`src/rtl/adder_tree_pkg.sv`:
```
// -----------------------------------------------------------------------------
// adder_tree_pkg
// Shared definitions for the adder-tree scheduler and related TDC resources:
//   - sched_state_e : scheduler enable/drain state machine encoding
//   - clog2_min1()  : ceil(log2(value)), never less than 1, used for ID and
//                     in-flight counter widths
// -----------------------------------------------------------------------------
package adder_tree_pkg;

    typedef enum logic [1:0] {
        ST_IDLE  = 2'd0,
        ST_RUN   = 2'd1,
        ST_DRAIN = 2'd2
    } sched_state_e;

    // ceil(log2(value)) with a floor of 1 so a single requester still gets a 1-bit ID
    function automatic int clog2_min1(input int value);
        int result;
        result = 1;
        for (int i = 1; i < 31; i++) begin
            if (int'(32'd1 << i) < value) begin
                result = i + 1;
            end else begin
                result = result;
            end
        end
        return result;
    endfunction

endpackage

```
`src/rtl/adder_tree_sched_rr_arbiter.sv`:
```
// -----------------------------------------------------------------------------
// rr_arbiter
// Combinational round-robin arbiter. The search starts one past the pointer
// (the last winner) so the previous winner has the lowest priority.
// Ports:
//   req_i  [NUM_REQ]  request vector
//   ptr_i  [PTR_W]    index of the last granted requester
//   en_i              grant enable; 0 forces an all-zero grant
//   gnt_o  [NUM_REQ]  one-hot grant, or zero when nothing is requested/enabled
// -----------------------------------------------------------------------------
module rr_arbiter
    import adder_tree_pkg::*;
#(
    parameter int NUM_REQ = 4,
    parameter int PTR_W   = clog2_min1(NUM_REQ)
) (
    input  logic [NUM_REQ-1:0] req_i,
    input  logic [PTR_W-1:0]   ptr_i,
    input  logic               en_i,
    output logic [NUM_REQ-1:0] gnt_o
);

    logic             found_s;
    logic [PTR_W-1:0] idx_s;

    // Walk the requesters from ptr+1 around to ptr, first request wins
    always_comb begin
        gnt_o   = '0;
        found_s = 1'b0;
        idx_s   = '0;
        for (int i = 1; i <= NUM_REQ; i++) begin
            idx_s = PTR_W'((int'(ptr_i) + i) % NUM_REQ);
            if (en_i && !found_s && req_i[idx_s]) begin
                gnt_o[idx_s] = 1'b1;
                found_s      = 1'b1;
            end else begin
                found_s = found_s;
            end
        end
    end

endmodule

```
`src/rtl/adder_tree_sched.sv`:
```
// -----------------------------------------------------------------------------
// adder_tree_sched
// Shares one pipelined adder_tree among NUM_REQ requesters. At most one vector
// is issued per cycle (round robin), the requester ID follows the vector through
// a tag line matched to the tree latency, and each sum is returned with its ID.
// An IDLE/RUN/DRAIN machine lets the parent quiesce the tree.
//
// Optional feature macro: ADDER_TREE_SCHED_TAG_CHECK_EN
//   defined   : a tag-valid bit travels with each ID; any disagreement between
//               i_Tree_Valid and that bit sets the sticky o_Err
//   undefined : no tag-valid storage, o_Err tied to 0
//
// Ports:
//   i_Clk, i_Reset        clock, synchronous active-high reset
//   i_Enable              1 = grant requests, 0 = drain and go idle
//   i_Req_Valid/Data      per-requester valid and packed vector (req 0 in LSBs)
//   o_Req_Ready           combinational one-hot grant
//   o_Tree_In/Valid       registered issue towards the tree
//   i_Tree_Out/Valid      tree result
//   o_Res_Valid/Id/Data   registered result with requester ID
//   o_Idle                IDLE and nothing in flight
//   o_Err                 sticky tag/valid mismatch
// -----------------------------------------------------------------------------
module adder_tree_sched
    import adder_tree_pkg::*;
#(
    parameter int NUM_REQ         = 4,
    parameter int NUM_OF_INS      = 5,
    parameter int WIDTH_PER_IN    = 16,
    parameter int WIDTH_FINAL_OUT = 19,
    parameter int TREE_LATENCY    = 3
) (
    input  logic                                       i_Clk,
    input  logic                                       i_Reset,
    input  logic                                       i_Enable,
    input  logic [NUM_REQ-1:0]                         i_Req_Valid,
    input  logic [NUM_REQ*NUM_OF_INS*WIDTH_PER_IN-1:0] i_Req_Data,
    output logic [NUM_REQ-1:0]                         o_Req_Ready,
    output logic [NUM_OF_INS*WIDTH_PER_IN-1:0]         o_Tree_In,
    output logic                                       o_Tree_Valid,
    input  logic [WIDTH_FINAL_OUT-1:0]                 i_Tree_Out,
    input  logic                                       i_Tree_Valid,
    output logic                                       o_Res_Valid,
    output logic [clog2_min1(NUM_REQ)-1:0]             o_Res_Id,
    output logic [WIDTH_FINAL_OUT-1:0]                 o_Res_Data,
    output logic                                       o_Idle,
    output logic                                       o_Err
);

    localparam int ID_W  = clog2_min1(NUM_REQ);
    localparam int CNT_W = clog2_min1(TREE_LATENCY + 2);
    localparam int VEC_W = NUM_OF_INS * WIDTH_PER_IN;
    localparam logic [CNT_W-1:0] CNT_ONE = CNT_W'(32'd1);

    sched_state_e         state_q, state_d;
    logic [ID_W-1:0]      rr_ptr_q;
    logic [NUM_REQ-1:0]   gnt_s;
    logic                 issue_s;
    logic [ID_W-1:0]      gnt_idx_s;
    logic [VEC_W-1:0]     issue_vec_s;
    logic [VEC_W-1:0]     tree_in_q;
    logic                 tree_valid_q;
    logic [ID_W-1:0]      tree_id_q;
    logic [ID_W-1:0]      tag_id_q [TREE_LATENCY];
    logic [CNT_W-1:0]     cnt_q, cnt_d;
    logic                 dec_s;
    logic                 res_valid_q;
    logic [ID_W-1:0]      res_id_q;
    logic [WIDTH_FINAL_OUT-1:0] res_data_q;
    logic                 idle_q;

    rr_arbiter #(
        .NUM_REQ (NUM_REQ),
        .PTR_W   (ID_W)
    ) u_arb (
        .req_i   (i_Req_Valid),
        .ptr_i   (rr_ptr_q),
        .en_i    ((state_q == ST_RUN) && i_Enable),
        .gnt_o   (gnt_s)
    );

    // Encode the one-hot grant and select the granted vector
    always_comb begin
        gnt_idx_s   = '0;
        issue_vec_s = '0;
        for (int i = 0; i < NUM_REQ; i++) begin
            gnt_idx_s   = gnt_idx_s | (gnt_s[i] ? ID_W'(i) : '0);
            issue_vec_s = issue_vec_s | (gnt_s[i] ? i_Req_Data[i*VEC_W +: VEC_W] : '0);
        end
        issue_s = |gnt_s;
    end

    // In-flight counter next value; a tree result with nothing in flight is ignored
    always_comb begin
        dec_s = i_Tree_Valid && (cnt_q != '0);
        case ({issue_s, dec_s})
            2'b10:   cnt_d = cnt_q + CNT_ONE;
            2'b01:   cnt_d = cnt_q - CNT_ONE;
            default: cnt_d = cnt_q;
        endcase
    end

    // Enable/drain state machine; drain completes on the cycle the last result returns
    always_comb begin
        case (state_q)
            ST_IDLE:  state_d = i_Enable ? ST_RUN : ST_IDLE;
            ST_RUN:   state_d = i_Enable ? ST_RUN : ST_DRAIN;
            ST_DRAIN: begin
                if (i_Enable) begin
                    state_d = ST_RUN;
                end else if (cnt_d == '0) begin
                    state_d = ST_IDLE;
                end else begin
                    state_d = ST_DRAIN;
                end
            end
            default:  state_d = ST_IDLE;
        endcase
    end

    // State, issue stage, tag line, counter and result registers
    always_ff @(posedge i_Clk) begin
        if (i_Reset) begin
            state_q      <= ST_IDLE;
            rr_ptr_q     <= ID_W'(NUM_REQ - 1);
            tree_in_q    <= '0;
            tree_valid_q <= 1'b0;
            tree_id_q    <= '0;
            for (int k = 0; k < TREE_LATENCY; k++) begin
                tag_id_q[k] <= '0;
            end
            cnt_q        <= '0;
            res_valid_q  <= 1'b0;
            res_id_q     <= '0;
            res_data_q   <= '0;
            idle_q       <= 1'b0;
        end else begin
            state_q      <= state_d;
            tree_valid_q <= issue_s;
            if (issue_s) begin
                rr_ptr_q  <= gnt_idx_s;
                tree_in_q <= issue_vec_s;
                tree_id_q <= gnt_idx_s;
            end
            // The issue-stage register plus TREE_LATENCY stages lines up with i_Tree_Valid
            tag_id_q[0] <= tree_id_q;
            for (int k = 1; k < TREE_LATENCY; k++) begin
                tag_id_q[k] <= tag_id_q[k-1];
            end
            cnt_q       <= cnt_d;
            res_valid_q <= dec_s;
            if (dec_s) begin
                res_id_q   <= tag_id_q[TREE_LATENCY-1];
                res_data_q <= i_Tree_Out;
            end
            idle_q <= (state_d == ST_IDLE) && (cnt_d == '0);
        end
    end

`ifdef ADDER_TREE_SCHED_TAG_CHECK_EN
    logic tag_v_q [TREE_LATENCY];
    logic err_q;

    // Tag-valid line mirrors the ID line; any disagreement with the tree valid is sticky
    always_ff @(posedge i_Clk) begin
        if (i_Reset) begin
            for (int k = 0; k < TREE_LATENCY; k++) begin
                tag_v_q[k] <= 1'b0;
            end
            err_q <= 1'b0;
        end else begin
            tag_v_q[0] <= tree_valid_q;
            for (int k = 1; k < TREE_LATENCY; k++) begin
                tag_v_q[k] <= tag_v_q[k-1];
            end
            err_q <= err_q | (i_Tree_Valid ^ tag_v_q[TREE_LATENCY-1]);
        end
    end

    assign o_Err = err_q;
`else
    assign o_Err = 1'b0;
`endif

    assign o_Req_Ready  = gnt_s;
    assign o_Tree_In    = tree_in_q;
    assign o_Tree_Valid = tree_valid_q;
    assign o_Res_Valid  = res_valid_q;
    assign o_Res_Id     = res_id_q;
    assign o_Res_Data   = res_data_q;
    assign o_Idle       = idle_q;

endmodule

```
`config.mk`:
```
export PLATFORM = sky130hd
export DESIGN_NAME = adder_tree_sched
export DESIGN_NICKNAME = d
export VERILOG_FILES = /design/src/rtl/adder_tree_pkg.sv /design/src/rtl/adder_tree_sched_rr_arbiter.sv /design/src/rtl/adder_tree_sched.sv
export SDC_FILE = /design/constraint.sdc
export NUM_CORES = 1
export LEC_CHECK = 0
export CELL_PAD_IN_SITES_DETAIL_PLACEMENT = 1
export CELL_PAD_IN_SITES_GLOBAL_PLACEMENT = 1
export CORE_ASPECT_RATIO = 0.8
export CORE_MARGIN = 5
export CORE_UTILIZATION = 30
export DETAILED_ROUTE_END_ITERATION = 16
export PLACE_DENSITY_LB_ADDON = 0.1
export REMOVE_ABC_BUFFERS = 1
export SLEW_MARGIN = 20
export SYNTH_ARGS = -nofsm -noshare
export SYNTH_HDL_FRONTEND = slang
export SYNTH_SLANG_ARGS = --single-unit
```
`constraint.sdc`:
```
create_clock -name i_Clk -period 8.2 [get_ports i_Clk]
set_input_delay 1.23 -clock i_Clk [delete_from_list [all_inputs] [get_ports i_Clk]]
set_output_delay 1.23 -clock i_Clk [all_outputs]
set_load 0.005 [all_outputs]
```
==> results of run 1 <==
-- logic make-up after synthesis --
kind of cell	Yosys count	share of synthesized area (%)
fa+ha+maj	9	1.300
compound gates	434	34.71
flops	119	25.79
buf+inv	413	17.95
xor+xnor	4	0.3793
simple gates	336	18.41
other cells	1	0.04059
mux	8	1.422
-- final cells by class --
| class | count | area (um^2) | share of cell area [%] |
|---|---|---|---|
| Inverter | 249 | 935.9 | 6.476 |
| Multi-Input combinational cell | 792 | 5296 | 36.65 |
| Clock inverter | 13 | 146.4 | 1.013 |
| Antenna cell | 6 | 15.01 | 0.1039 |
| Clock buffer | 19 | 452.9 | 3.134 |
| Tap cell | 413 | 516.7 | 3.575 |
| Timing Repair Buffer | 476 | 4707 | 32.57 |
| Sequential cell | 119 | 2382 | 16.48 |
-- final timing paths --
path,startpoint,end,slack (ns),depth (start not counted)
worst min register to register,tag_id_q[0][1],tag_id_q[1][1],0.44,1
worst min-delay path,tag_id_q[0][1],tag_id_q[1][1],0.44,1
worst max-delay path,i_Req_Valid[2],o_Req_Ready[2],2.21,7
worst max register to register,rr_ptr_q[0],state_q[1],2.94,15
-- through the flow --
| step | hold slack, ns | instance area, um^2 | util [%] | cells | TNS (ns) |
|---|---|---|---|---|---|
| 2_1_floorplan | 0.4113 | 8514 | - | 1160 | -67.41 |
| 3_3_place_gp | 0.4209 | 13840 | 45.55 | 2049 | 0 |
| 3_5_place_dp | 0.4263 | 13840 | 45.55 | 2049 | 0 |
| 4_1_cts | 0.4396 | 14440 | 47.52 | 2081 | 0 |
| 5_1_grt | 0.4552 | 14450 | 47.56 | 2086 | 0 |
| 6_report | 0.4360 | 14450 | 47.57 | 2087 | 0 |
-- worst max-delay path, delay by kind of cell --
kind	cells	cell delay [ns]
multiplexers	1	0.67
AND/OR/NAND/NOR	3	1.27
buffers and inverters	3	1.55
-- layout by cell type, fill, tap and decap left out, types with 4 or more instances in the layout --
cell	netlist	final
a21oi_1	22	22
diode_2	0	6
clkbuf_16	0	17
nor2_1	8	7
a221oi_1	31	31
a221oi_2	49	49
nand3b_1	6	6
nor2b_1	11	11
dfxtp_1	119	119
buf_4	12	23
clkinvlp_4	0	5
nand2_1	129	127
ha_1	8	8
mux4_2	4	4
clkdlybuf4s50_1	0	453
nor3_1	84	84
inv_1	245	245
nor4_1	80	80
a31oi_1	322	322
-- power breakdown --
part	switching [mW]	total [mW]	internal, mW	leakage (nW)
combinational	0.366	0.764	0.398	4.40
clock	0.296	0.762	0.466	0.279
sequential	0.0493	0.701	0.651	0.969
total	0.711	2.23	1.52	5.65
-- routing by layer --
layer  part of all wire, %  vias up  track usage, %  wire [um]
met5                  0.13        -               0         68
met4                   2.7        8           8.357       1362
met3                   7.9       77           6.065       4044
met2                    47      577           46.20      24270
met1                    42     5860           36.61      21400
li1                      -     5483               -          -
-- state kept, by name, indices dropped and copies added, names as in the netlist --
name / cells
o_Res_Valid: 1
o_Res_Data: 19
rr_ptr_q: 2
o_Tree_In: 80
tag_id_q: 6
state_q: 2
tree_id_q: 2
o_Idle: 1
o_Res_Id: 2
o_Tree_Valid: 1
cnt_q: 3
==> qor.yml, run 1 <==
status: "finished clean"
place_congestion: 0.8591
synth_ff_type: "dfxtp_1"
post_cts_buffers: 0
yosys_register_bits: 119
synth-edff-count: 0
syn-cell-area_um2: 9238
clkTransAtPathRegs_ns: 0.05
cts-hold-fix-buffers: 0
worstPathArrival_ns: 4.76
pre_cts_ws_ns: 2.236
nNetsFinal: 2011
finalWorstSetupSlack_ns: 2.214
antenna_found_initial: 10
firstDrtPassIters: 5
clkSinkCount: 119
path_class: "in -> out"
critPathLaunchType: "input port"
max_cap_violations: 0
yosysWarnings: 0
fin_skew_ns: 0.009048
path_cells: "clkdlybuf4s50_1 -> mux4_2 -> nor3b_2 -> nand3_4 -> and3_4 -> clkinv_2 -> clkdlybuf4s50_1"
core_area_um2: 30380
clk_latency_ns: 0.42
leakage_nw: 5.647
p_per_area_nw_per_um2: 154.1
period_share_pct: 73.00
numPortBuffers: 454
htree_levels: 4
grt_pass1_vias: 12310
via_per_inst: 5.752
drt-total-wl_mm: 51.15
grt_use_total_pct: 27.97
ys_seq_area_share_pct: 25.79
clock-root-buffer: "clkbuf_16"
setup_violations: 0
drtIter0Drc: 792
cts-resized-gates: 0
fmaxAchievable_mhz: 167.1
fill_cells: 3742
max_slew_margin_pct: 26.85
route.detailed.drc: 0
vias: 12010
die_w_um: 206.2
syn_to_final_growth_pct: 56.45
slowest_stage: "mux4_2"
initial_core_util_pct: 30.41
cp_data_required_time_ns: 6.97
critPathMaxStageDelay_ns: 0.67
dp_hpwl_mm: 35.07
die_area_um2: 34420
syn_area_per_cell_um2: 6.977
maxSlewViolCount: 0
layout-drive-gt1-share_pct: 7.854
ys_top_cells_by_area: "dfxtp_1 (26%), a31oi_1 (22%), inv_1 (10%), a221oi_2 (8.0%), nor4_1 (5.4%)"
grt_max_degree: 83
crit_fanout: 38
synth.most_common_cell: "a31oi_1"
critPathMostFrequentCell: "clkdlybuf4s50_1"
postRouteAntennaNets: 0
synth_cell_type_count: 42
clockBufferDepth: 2
wl_per_cell_um: 24.51
hold_viol_final: 0
synth_commonest_cells: "a31oi_1 (322), inv_1 (245), nand2_1 (129)"
fin_crit_ns: 5.986
finalPower_mw: 2.227
grt_pass1_wl_mm: 76.07
netlist_instances: 1324
die_height_um: 167.0
cts_tree: "done"
io_pins: 456
ir_drop_mv: 0.1177
rsz0062_at_grt: "false"
worst_setup_path_end_kind: "output port"
worstMarginPinSlew_ns: 1.097
netlist.area_leader.share_pct: 25.79
synthArstFlopShare_pct: 0
synth.largest_area_cell: "dfxtp_1"
grt_overflow_total: 0
min_path_type: "reg -> reg"
cts_buffers: 17
row_count: 57
Power figures use the tool's default switching activity.
==> run 2: changes to the inputs <==
--- a/config.mk
+++ b/config.mk
@@ -9,7 +9,7 @@
 export CELL_PAD_IN_SITES_GLOBAL_PLACEMENT = 1
 export CORE_ASPECT_RATIO = 0.8
 export CORE_MARGIN = 5
-export CORE_UTILIZATION = 30
+export CORE_UTILIZATION = 25
 export DETAILED_ROUTE_END_ITERATION = 16
 export PLACE_DENSITY_LB_ADDON = 0.1
 export REMOVE_ABC_BUFFERS = 1
==> constraint.sdc (replaced) <==
create_clock -name i_Clk -period 5.2 [get_ports i_Clk]
set_input_delay 0.78 -clock i_Clk [delete_from_list [all_inputs] [get_ports i_Clk]]
set_output_delay 0.78 -clock i_Clk [all_outputs]
set_load 0.005 [all_outputs]
==> qor.yml, run 2 (synthesis results as in run 1) <==
fmaxAchievable_mhz: 231.8
clk_latency_ns: 0.42
layout_commonest_cell: "clkdlybuf4s50_1"
grt_max_degree: 83
worst-path-buf-inv: 3
grt_pass1_vias: 12480
setup_violations: 0
grt_pass1_wl_mm: 79.74
dp.cells: 2135
status: "finished clean"
wl_per_cell_um: 24.74
die_height_um: 181.9
p_clk_share_pct: 36.0
htree_levels: 4
rsz0062_at_grt: "false"
post_cts_buffers: 0
cp_data_required_time_ns: 4.42
die_w_um: 224.9
syn_to_final_growth_pct: 59.24
cts-resized-gates: 0
dpl_cell_area_um2: 14060
postRouteAntennaNets: 0
cts-hold-fix-buffers: 0
vias: 12150
antenna_found_initial: 9
p_per_area_nw_per_um2: 247.5
critPathMaxStageDelay_ns: 0.62
max_slew_margin_pct: 26.42
critPathMostFrequentCell: "clkdlybuf4s50_1"
place_congestion: 0.8176
fin_tns_setup_ns: 0
maxSlewViolCount: 0
clkTransAtPathRegs_ns: 0.06
cts_tree: "done"
core_area_um2: 36810
p_seq_share_pct: 30.0
power_frac_comb_pct: 34.0
layout_common_cells: "clkdlybuf4s50_1 (453), a31oi_1 (322), inv_1 (245)"
largest_reg_flops: 80
path_class: "in -> out"
min_path_type: "reg -> reg"
drt-total-wl_mm: 53.78
ir_drop_mv: 0.1918
via_per_inst: 5.590
fin_cells: 2174
fin_area_um2: 14710
numPortBuffers: 454
nNetsFinal: 2023
max_cap_violations: 0
drtIter0Drc: 967
path_cells: "clkdlybuf4s50_1 -> mux4_2 -> nor2b_1 -> nand4b_1 -> and3_4 -> clkinv_2 -> clkdlybuf4s50_1"
dp_hpwl_mm: 35.31
worstMarginPinSlew_ns: 1.104
grt_use_total_pct: 24.94
io_pins: 456
finalWorstSetupSlack_ns: 0.8868
p_sw_share_pct: 31.28
slowest_stage: "clkdlybuf4s50_1"
die_area_um2: 40920
clockBufferDepth: 2
p_sw_mw: 1.139
layout-drive-gt1-share_pct: 8.333
period_share_pct: 82.95
leakage_nw: 5.737
cts_buffers: 17
intPower_mw: 2.502
critical-path-top-delay-family: "buffers and inverters"
clkSinkCount: 119
initial_core_util_pct: 25.09
critPathLaunchType: "input port"
route.detailed.drc: 0
pre_cts_ws_ns: 0.5278
hold_viol_final: 0
row_count: 63
worst_setup_path_end_kind: "output port"
clock-root-buffer: "clkbuf_16"
crit_fanout: 6
grt_overflow_total: 0
fin_crit_ns: 4.313
fin_skew_ns: 0.01040
firstDrtPassIters: 5
worstPathArrival_ns: 3.53
utilization_pct: 39.96
[run 2: cell count changes in the layout (fill, tap and decap cells not counted)]
cell / previous run / this run
buf_4: 23 / 32
buf_12: 0 / 3
clkbuf_1: 0 / 3
bufinv_16: 2 / 4
clkinvlp_4: 5 / 3
inv_6: 3 / 1
diode_2: 6 / 7
inv_2: 3 / 2
[run 2: layout make-up]
class / instances / area [um^2]
antenna: 7 / 17.52
multi-input combinational: 792 / 5296
clock buffer: 22 / 464.2
timing repair buffer: 488 / 4835
tap: 487 / 609.3
clock inverter: 10 / 168.9
fill: 4450 / 22100
inverter: 249 / 937.1
sequential: 119 / 2382
[run 2: worst reg2reg max path, cell delays in order (launching register included)]
cell	delay, ns
dfxtp_1	0.52
inv_1	0.20
ha_1	0.41
mux4_2	0.25
nor2b_1	0.46
nand3b_1	0.19
a31o_2	0.34
nand4_4	0.11
inv_1	0.06
ha_1	0.23
fa_1	0.38
xor2_1	0.26
xnor2_1	0.10
a32oi_1	0.24
nand3b_1	0.11
a211oi_1	0.23
[run 2: power by group through the flow]
| stage | Combinational (mW) | Sequential (mW) | Clock [mW] |
|---|---|---|---|
| 2_1_floorplan | 0.484 | 1.12 | 0 |
| 3_3_place_gp | 1.23 | 1.11 | 0 |
| 3_5_place_dp | 1.24 | 1.11 | 0 |
| 4_1_cts | 1.25 | 1.09 | 1.35 |
| 5_1_grt | 1.33 | 1.11 | 1.38 |
| 6_report | 1.24 | 1.09 | 1.31 |
[run 2: per-stage QoR]
step / total power [mW] / hold slack [ns]
after floorplan: 1.600 / 0.4113
after global placement: 2.337 / 0.4177
after detailed placement: 2.351 / 0.4255
after CTS: 3.687 / 0.4382
after global routing: 3.816 / 0.4577
final: 3.641 / 0.4339
[run 2: final timing paths]
path | from | endpoint | slack (ns) | depth (start not counted)
max | i_Req_Valid[3] | o_Req_Ready[3] | 0.89 | 7
min | tag_id_q[1][1] | tag_id_q[2][1] | 0.43 | 1
max reg2reg | rr_ptr_q[0] | state_q[1] | 1.02 | 15
min reg2reg | tag_id_q[1][1] | tag_id_q[2][1] | 0.43 | 1
[run 2: routing by layer]
| metal | global-route usage [%] | part of all wire (%) | routed length, um | vias up |
|---|---|---|---|---|
| met5 | 0 | 0.050 | 27 | - |
| met4 | 6.282 | 1.7 | 925 | 4 |
| met3 | 5.576 | 8.5 | 4592 | 65 |
| met2 | 40.29 | 47 | 25160 | 583 |
| met1 | 33.79 | 43 | 23070 | 5997 |
| li1 | - | - | - | 5504 |
